File: config.mk
export PLATFORM = sky130hd
export DESIGN_NAME = sigmoid_err_stats
export DESIGN_NICKNAME = d
export VERILOG_FILES = /design/src/rtl/sigmoid_pkg.sv /design/src/rtl/sigmoid_abs_diff.sv /design/src/rtl/sigmoid_err_stats.sv
export SDC_FILE = /design/constraint.sdc
export NUM_CORES = 1
export LEC_CHECK = 0
export CORE_UTILIZATION = 55
export CTS_CLUSTER_SIZE = 25
export DETAILED_ROUTE_END_ITERATION = 8
export PLACE_DENSITY = 0.86
export SLEW_MARGIN = 5
export SYNTH_ARGS = -nofsm -noshare
export SYNTH_HDL_FRONTEND = slang
export SYNTH_SLANG_ARGS = --single-unit
File: constraint.sdc
create_clock -name clk -period 7.95 [get_ports clk]
set_input_delay 1.1925 -clock clk [delete_from_list [all_inputs] [get_ports clk]]
set_output_delay 1.1925 -clock clk [all_outputs]
set_load 0.02 [all_outputs]
File: src/rtl/sigmoid_pkg.sv
// Shared sizing defaults, sample type and FSM encoding for the sigmoid error-statistics stage.
package sigmoid_pkg;

   localparam int W_DEF      = 13;
   localparam int LOG2_N_DEF = 12;

   // U1.12 fixed point, LSB = 2^-12
   typedef logic [W_DEF-1:0] fx_u1_12_t;

   typedef enum logic [1:0] {
      ST_IDLE  = 2'd0,
      ST_ACCUM = 2'd1,
      ST_FINAL = 2'd2,
      ST_DONE  = 2'd3
   } err_state_e;

endpackage

File: src/rtl/sigmoid_abs_diff.sv
// Stage 1 of the error pipeline: registered |a - b| for W-bit unsigned operands.
module sigmoid_abs_diff
   import sigmoid_pkg::*;
#(
   parameter int W = W_DEF
) (
   input  logic         clk,
   input  logic         reset_n,
   input  logic         en_i,
   input  logic [W-1:0] a_i,
   input  logic [W-1:0] b_i,
   output logic [W-1:0] e_o
);

   logic [W:0]   diff;
   logic [W-1:0] e_d, e_q;

   // W+1-bit two's-complement difference; magnitude always fits in W bits
   assign diff = {1'b0, a_i} - {1'b0, b_i};
   assign e_d  = diff[W] ? W'(-diff) : diff[W-1:0];

   always_ff @(posedge clk or negedge reset_n) begin
      if (!reset_n)  e_q <= '0;
      else if (en_i) e_q <= e_d;
   end

   assign e_o = e_q;

endmodule

File: src/rtl/sigmoid_err_stats.sv
// Batch error statistics (sum/mean/max, optional MSE/variance) for sigmoid_taylor results.
// Define SIGMOID_ERR_SQ_EN to build the squared-error accumulator, mse and var_err.
module sigmoid_err_stats
   import sigmoid_pkg::*;
#(
   parameter int W      = W_DEF,
   parameter int LOG2_N = LOG2_N_DEF
) (
   input  logic                clk,
   input  logic                reset_n,
   input  logic                start,
   input  logic                in_valid,
   output logic                in_ready,
   input  logic [W-1:0]        f_x,
   input  logic [W-1:0]        golden,
   output logic                busy,
   output logic                done,
   output logic [W+LOG2_N-1:0] sum_err,
   output logic [W-1:0]        mean_err,
   output logic [W-1:0]        max_err,
   output logic [LOG2_N-1:0]   max_idx,
   output logic [2*W-1:0]      mse,
   output logic [2*W-1:0]      var_err
);

   localparam int SW = W + LOG2_N;

   err_state_e        state_q, state_d;
   logic [LOG2_N-1:0] cnt_q, s1_idx_q, idx_q;
   logic              s1_vld_q;
   logic [W-1:0]      e1;
   logic [SW-1:0]     sum_q;
   logic [W-1:0]      max_q, mean_q;
   logic              accept, last, clr, fin_ld;

   assign accept = in_valid && (state_q == ST_ACCUM);
   assign last   = accept && (cnt_q == '1);
   assign clr    = start && ((state_q == ST_IDLE) || (state_q == ST_DONE));

   sigmoid_abs_diff #(.W(W)) u_abs (
      .clk    (clk),
      .reset_n(reset_n),
      .en_i   (accept),
      .a_i    (f_x),
      .b_i    (golden),
      .e_o    (e1)
   );

   // Stage 1 bookkeeping: sample index and valid travel alongside |e|
   always_ff @(posedge clk or negedge reset_n) begin
      if (!reset_n) begin
         cnt_q    <= '0;
         s1_idx_q <= '0;
         s1_vld_q <= 1'b0;
      end else if (clr) begin
         cnt_q    <= '0;
         s1_vld_q <= 1'b0;
      end else begin
         s1_vld_q <= accept;
         if (accept) begin
            cnt_q    <= cnt_q + 1'b1;
            s1_idx_q <= cnt_q;
         end
      end
   end

   // Stage 2: sum and strict-greater max (ties keep the earlier index)
   always_ff @(posedge clk or negedge reset_n) begin
      if (!reset_n) begin
         sum_q <= '0;
         max_q <= '0;
         idx_q <= '0;
      end else if (clr) begin
         sum_q <= '0;
         max_q <= '0;
         idx_q <= '0;
      end else if (s1_vld_q) begin
         sum_q <= sum_q + SW'(e1);
         if (e1 > max_q) begin
            max_q <= e1;
            idx_q <= s1_idx_q;
         end
      end
   end

   always_ff @(posedge clk or negedge reset_n) begin
      if (!reset_n)    mean_q <= '0;
      else if (clr)    mean_q <= '0;
      else if (fin_ld) mean_q <= sum_q[SW-1 -: W];
   end

`ifdef SIGMOID_ERR_SQ_EN
   localparam int QW = 2*W + LOG2_N;

   logic [QW-1:0]  sq_q;
   logic [2*W-1:0] e_sq, mse_q, var_q, mean_sq;
   logic           fin_ph_q;

   assign e_sq    = (2*W)'(e1) * (2*W)'(e1);
   assign mean_sq = (2*W)'(mean_q) * (2*W)'(mean_q);

   always_ff @(posedge clk or negedge reset_n) begin
      if (!reset_n) begin
         sq_q     <= '0;
         mse_q    <= '0;
         var_q    <= '0;
         fin_ph_q <= 1'b0;
      end else if (clr) begin
         sq_q     <= '0;
         mse_q    <= '0;
         var_q    <= '0;
         fin_ph_q <= 1'b0;
      end else begin
         if (s1_vld_q) sq_q <= sq_q + QW'(e_sq);
         if (fin_ld) begin
            mse_q    <= sq_q[QW-1 -: 2*W];
            fin_ph_q <= 1'b1;
         end
         // Second FINAL cycle: mean_q and mse_q are settled, floor effects can make the difference negative
         if (state_q == ST_FINAL && fin_ph_q)
            var_q <= (mse_q >= mean_sq) ? (mse_q - mean_sq) : '0;
      end
   end

   assign mse     = mse_q;
   assign var_err = var_q;
`else
   assign mse     = '0;
   assign var_err = '0;
`endif

   always_ff @(posedge clk or negedge reset_n) begin
      if (!reset_n) state_q <= ST_IDLE;
      else          state_q <= state_d;
   end

   always_comb begin
      state_d = state_q;
      fin_ld  = 1'b0;
      case (state_q)
         ST_IDLE:  if (start) state_d = ST_ACCUM;
         ST_ACCUM: if (last)  state_d = ST_FINAL;
         ST_FINAL: begin
            // Wait for the last sample to leave stage 1 before sampling the accumulators
            if (!s1_vld_q) begin
`ifdef SIGMOID_ERR_SQ_EN
               if (fin_ph_q) state_d = ST_DONE;
               else          fin_ld  = 1'b1;
`else
               fin_ld  = 1'b1;
               state_d = ST_DONE;
`endif
            end
         end
         ST_DONE:  if (start) state_d = ST_ACCUM;
         default:  state_d = ST_IDLE;
      endcase
   end

   assign in_ready = (state_q == ST_ACCUM);
   assign busy     = (state_q == ST_ACCUM) || (state_q == ST_FINAL);
   assign done     = (state_q == ST_DONE);
   assign sum_err  = sum_q;
   assign mean_err = mean_q;
   assign max_err  = max_q;
   assign max_idx  = idx_q;

endmodule

==> metrics, run 1 <==
Critical Path End Type=flop; Comb pwr share=0.489; initial core utilization=0.5706; grt peak-use layer=met2; ranking of synthesized cells by area=dfrtp_1 39%, ha_1 8.5%, buf_4 6.0%; layout net count=901; GRT Total Usage=0.2354; max capacitance violation total=0; HP Start=s1_idx_q[11]; shortest period the worst path allows=4318 ps; reg2reg start=u_abs.e_o[0]; ant diodes=0; die width=111.5 um; top cell type's share of synthesized area=0.3906; Final Max Slew Viols=0; CTS root buffer=clkbuf_16; hold path endpoint=s1_idx_q[11]; DRT iter0 DRCs=483; Worst path slowest cell=or4_4; Row Count=39; Clock Power Share=0.186; pre-CTS setup slack=3284 ps; number of global-route vias before repair=5038; CORE AREA=0.01156 sq mm; post-route cell area=0.007734 sq mm; Die Height=111.5 um; Sequential Power Share=0.325; latest clock arrival within the worst-skew pair=350 ps; Syn Inst Count=742; # setup viols final=0; Post-synth ARST share=1.000; routed wire length=14010 um; Layout area overhead=17.20%; placed cell area=0.007450 sq mm; reg2reg setup slack=4920 ps; DRT Pass-1 Iters=7; CTS tree=done; crit path DAT=4590 ps; Peak VDD IR=0.1735 mV; met2 Usage GRT=0.3929; initial antenna violation count=0; dpl hpwl=10130 um; Final GP Congestion=0.8622; RSZ-0062 raised after global routing=false; Data required, critical path=8230 ps; vias per inst=5.493; Synth Register Bits=103; outcome=complete, but fails checks; crit path kind=in -> reg; Worst R2R Path Depth=11; hold path cells=1; Sequential Area=0.002577 sq mm; fraction of layout cells with a size suffix above 1=0.05676; GRT met1 Usage=0.3137; crit-path max FO=5; port bufs=95; predominant post-synthesis flop cell=dfrtp_1; Pint=1280 uW; post_cts resized=0; first-pass GRT wire length=23740 um; DRC=7; violated checks=design-rule violations; Sink Count=103; FMAX=231.6 MHz; full die area=0.01244 sq mm; Leak Pwr=0.003522 uW; I/O pin count=148; antenna-violating nets left=0; Mapped Avg Cell Area=8.893 sq um; CP max stage delay=550 ps; Unique masters post-synth=63; Max-slew headroom=0.2664; Worst-Margin Slew=1096 ps; P per Cell Area=296.7 mW/mm^2; final setup margin=3632 ps; number of synthesized flops with an enable pin=0; CP cell instances=clkdlybuf4s50_1 -> ha_1 -> inv_1 -> fa_1 -> a21oi_1 -> nor3_1 -> or4_4 -> a2111oi_4 -> nand4_2 -> or4b_1 -> and4_1 -> a31oi_1; Avg WL per Cell=14.43 um; # hold bufs at CTS=0; CTS HTree Levels=3; largest area contributor in the netlist=dfrtp_1; Switching Share=0.4424; Switch Pwr=1015 uW; hold crit path type=reg -> reg; Period Utilization, post-route=0.5432; post-CTS setup buffers=0; total CTS buffers=9; Clock Skew=7.902 ps; DR vias=5334; Worst R2R End=sum_err[22]; Setup crit start kind=input pin; final setup TNS=0 ps; yosys warns=0; clock-pin slew on the worst setup and hold paths=70 ps; fillers=920; largest net degree at the start of global routing=75; Hold WS=509.0 ps; Fin. Hold Viols=0; sequential fraction of the synthesis area=0.3906; Max Buffers Root-to-Sink=2; Syn Std Cell Area=0.006599 sq mm; area occupied by multi-input gates=0.003538 sq mm; M3 GR Usage=0.03157; grt ovf=0
-- power by group through the flow --
stage	Combinational [uW]	Clock (uW)	Sequential, uW
finish	1120	427	746
global route	1250	455	759
CTS	1120	433	744
detailed placement	1110	0	753
global placement	1080	0	748
floorplan	747	0	771
-- sequential cells by signal (all words and copies together) (netlist names) --
name,flops
u_abs.e_o,13
s1_idx_q,12
max_idx,12
mean_err,13
max_err,13
state_q,2
sum_err,25
s1_vld_q,1
cnt_q,12
-- layer usage --
| metal | wire (um) | vias up |
|---|---|---|
| li1 | - | 2645 |
| met1 | 6344 | 2534 |
| met2 | 6780 | 139 |
| met3 | 643 | 16 |
| met4 | 240 | 0 |
| met5 | 0 | - |
-- cell usage after synthesis, types with 6 or more instances --
cell type  number
a21o_1         14
a21oi_1        71
and3_1          6
buf_4          53
clkbuf_1       23
dfrtp_1       103
ha_1           45
inv_1          45
mux2_2         12
mux2i_1         7
nand2_1        71
nand3_1        38
nand4_1         7
nor2_1         53
nor3_1         13
o21ai_0        51
xnor2_1        28
xor2_1         16
-- how the worst max path moves through the flow --
stage,from,to,slack (ps),cells past startpoint
floorplan,f_x[0],u_abs.e_o[11],3940,12
global placement,golden[0],u_abs.e_o[11],3370,12
detailed placement,golden[0],u_abs.e_o[11],3280,12
CTS,golden[0],u_abs.e_o[11],3640,12
global route,golden[6],u_abs.e_o[6],3300,11
finish,golden[0],u_abs.e_o[11],3630,12
-- critical path: cells and delay by family --
| family | cells | cell delay [ps] |
|---|---|---|
| AND/OR/NAND/NOR | 5 | 1570 |
| AO/OA/AOI/OAI | 3 | 720 |
| buffers and inverters | 2 | 530 |
| adder cells (fa/ha/maj) | 2 | 570 |
-- per-stage QoR --
step	util	power, uW	cells
floorplan	-	1518	793
global placement	0.6442	1826	956
detailed placement	0.6442	1861	956
CTS	0.6687	2298	971
global route	0.6687	2466	971
finish	0.6687	2295	971
-- cells in the final DEF (no fill, tap or decap), types with 5 or more instances in the layout --
cell type	netlist	routed
ha_1	45	45
clkdlybuf4s50_1	0	94
clkbuf_16	0	9
mux2_2	12	12
nor3_1	13	13
nand3_1	38	38
xor2_1	16	16
nand4_1	7	7
xnor2_1	28	28
inv_1	45	45
a21o_1	14	14
dfrtp_1	103	103
buf_4	53	6
nor2_1	53	53
o21ai_0	51	51
nor4_1	5	5
a21oi_1	71	71
and3_1	6	6
mux2i_1	7	7
o21bai_1	5	5
conb_1	1	52
nand2_1	71	71
-- area by class of cell --
type / count / area share
inverters: 45 / 0.02184
flip-flops and latches: 103 / 0.3333
well taps: 143 / 0.02314
repair buffers: 100 / 0.1275
clock buffers: 12 / 0.03317
clock inverters: 3 / 0.003559
multi-input cells: 565 / 0.4575
-- kinds of logic after synthesis --
logic type / synth area share
buffers and inverters: 0.1024
other: 0.0005683
and+or+nand+nor: 0.1597
xor gates and xnor gates: 0.05840
DFF: 0.3906
muxes: 0.03110
adders and majority gates: 0.09139
AOI/OAI and AO/OA: 0.1659
Power figures use the tool's default switching activity.
==> run 2: changes to the inputs <==
Settings changed: CORE_UTILIZATION 55 to 51, PLACE_DENSITY 0.86 to 0.81.
Clock period 7.95 ns to 4.3 ns, I/O delays scaled along.
==> run 2 against run 1 <==
Against the previous run:
- the run now ends clean
- critical path depth is 1 lower
- non-clock buffer count is 2 higher
- sequential power is 85% higher
- cell area is 0.53% higher
- die area is 7.7% higher
- clock skew is 4.2 ps higher
- power is 83% higher
- global-route usage is 1.3 points lower
- combinational power is 84% higher
- sequential share of layout area is 0.18 points lower
- critical endpoint unchanged
- largest power group unchanged
==> metrics, run 2 (synthesis results as in run 1) <==
commonest non-fill, non-tap cell in the layout=dfrtp_1; Sequential Area=0.002577 sq mm; largest net degree at the start of global routing=81; fraction of layout cells with a size suffix above 1=0.06017; most frequent cells in the layout=103 x dfrtp_1, 94 x clkdlybuf4s50_1, 71 x nand2_1, 71 x a21oi_1, 53 x nor2_1; placed cell area=0.007502 sq mm; Worst-Margin Slew=1036 ps; layout net count=903; Final GP Congestion=0.8859; Setup crit start kind=input pin; Finished Layout Cells=1003; CP max stage delay=570 ps; Avg WL per Cell=13.96 um; Cells after DPL=987; Switching Share=0.4448; Fin. Hold Viols=0; DRT iter0 DRCs=422; shortest period the worst path allows=3735 ps; number of global-route vias before repair=5007; dpl hpwl=10270 um; I/O pin count=148; Sequential Power Share=0.328; DRC=0; die width=115.8 um; P per Cell Area=541.5 mW/mm^2; port bufs=95; Clock Power Share=0.182; latest clock arrival within the worst-skew pair=340 ps; max capacitance violation total=0; Leak Pwr=0.003534 uW; routed wire length=14000 um; antenna-violating nets left=0; Data required, critical path=4560 ps; crit path DAT=4000 ps; Pint=2337 uW; Critical Path End Type=flop; Peak VDD IR=0.2756 mV; DR vias=5365; Switch Pwr=1873 uW; fillers=1111; Clock Skew=12.10 ps; post-CTS setup buffers=0; outcome=completed; crit path kind=in -> reg; Die Height=115.8 um; area occupied by multi-input gates=0.003540 sq mm; Sink Count=103; initial core utilization=0.5229; # hold bufs at CTS=0; CTS HTree Levels=3; Max Buffers Root-to-Sink=2; CTS tree=done; Comb pwr share=0.490; hold crit path type=in -> async; Worst path slowest cell=a2111oi_0; total CTS buffers=9; Period Utilization, post-route=0.8687; # setup viols final=0; vias per inst=5.349; DRT Pass-1 Iters=5; post-route cell area=0.007775 sq mm; final setup TNS=0 ps; first-pass GRT wire length=23630 um; crit-path max FO=6; clock-pin slew on the worst setup and hold paths=70 ps; post_cts resized=0; CTS root buffer=clkbuf_16; RSZ-0062 raised after global routing=false; Row Count=41; Layout area overhead=17.82%; Max-slew headroom=0.3048; initial antenna violation count=0; CP cell instances=clkdlybuf4s50_1 -> inv_1 -> ha_1 -> a2111oi_0 -> o21ai_0 -> a21oi_1 -> xor2_1 -> nand4_2 -> or4b_1 -> and4_1 -> a31oi_1; Hold WS=471.6 ps; Final Max Slew Viols=0; max FFs per register=25; CORE AREA=0.01262 sq mm; full die area=0.01340 sq mm; FMAX=267.7 MHz; ant diodes=0; grt ovf=0; GRT Total Usage=0.2219
==> run 2: power groups by stage <==
stage | Clock, uW | Combinational (uW) | Sequential (uW)
floorplan | 0 | 1380 | 1420
global placement | 0 | 2010 | 1390
detailed placement | 0 | 2050 | 1400
CTS | 781 | 2060 | 1380
global route | 818 | 2300 | 1400
finish | 768 | 2060 | 1380
==> run 2: path summary, 6_finish.rpt <==
kind                       slack (ps)         start  depth (start not counted)       endpoint
max                               560     golden[4]                         11  u_abs.e_o[11]
min                               470       reset_n                          1    mean_err[1]
max reg2reg                      1200  u_abs.e_o[0]                         11    sum_err[22]
min reg2reg                       510   s1_idx_q[7]                          1    s1_idx_q[7]
max in group asynchronous        2910       reset_n                          2    max_idx[10]
min in group clk                  510   s1_idx_q[7]                          1    s1_idx_q[7]
==> run 2: area by class of cell <==
class	count	area share
clock buffer	10	0.02945
clock inverter	6	0.005632
inverter	45	0.02173
multi-input combinational	565	0.4553
sequential	103	0.3315
tap	172	0.02768
timing repair buffer	102	0.1287
==> run 2: worst max-delay path: cells and delay by family <==
family / cells / cell delay [ps]
xor gates and xnor gates: 1 / 300
adders and majority gates: 1 / 360
AOI/OAI and AO/OA: 4 / 1260
and+or+nand+nor: 3 / 930
buffers and inverters: 2 / 490
==> run 2: metal layers <==
metal / wire (um) / track usage / vias up
met3: 707 / 0.03713 / 19
met1: 6304 / 0.2953 / 2544
li1: - / - / 2649
met4: 236 / 0.08034 / 0
met2: 6752 / 0.3661 / 153
met5: 0 / 0 / -
==> run 2: stage by stage <==
step           power [uW]    util  setup slack (ps)
2_1_floorplan        2806       -             841.8
3_3_place_gp         3393  0.5945             286.0
3_5_place_dp         3451  0.5945             226.8
4_1_cts              4220  0.6161             582.6
5_1_grt              4522  0.6161             347.2
6_report             4210  0.6161             564.8
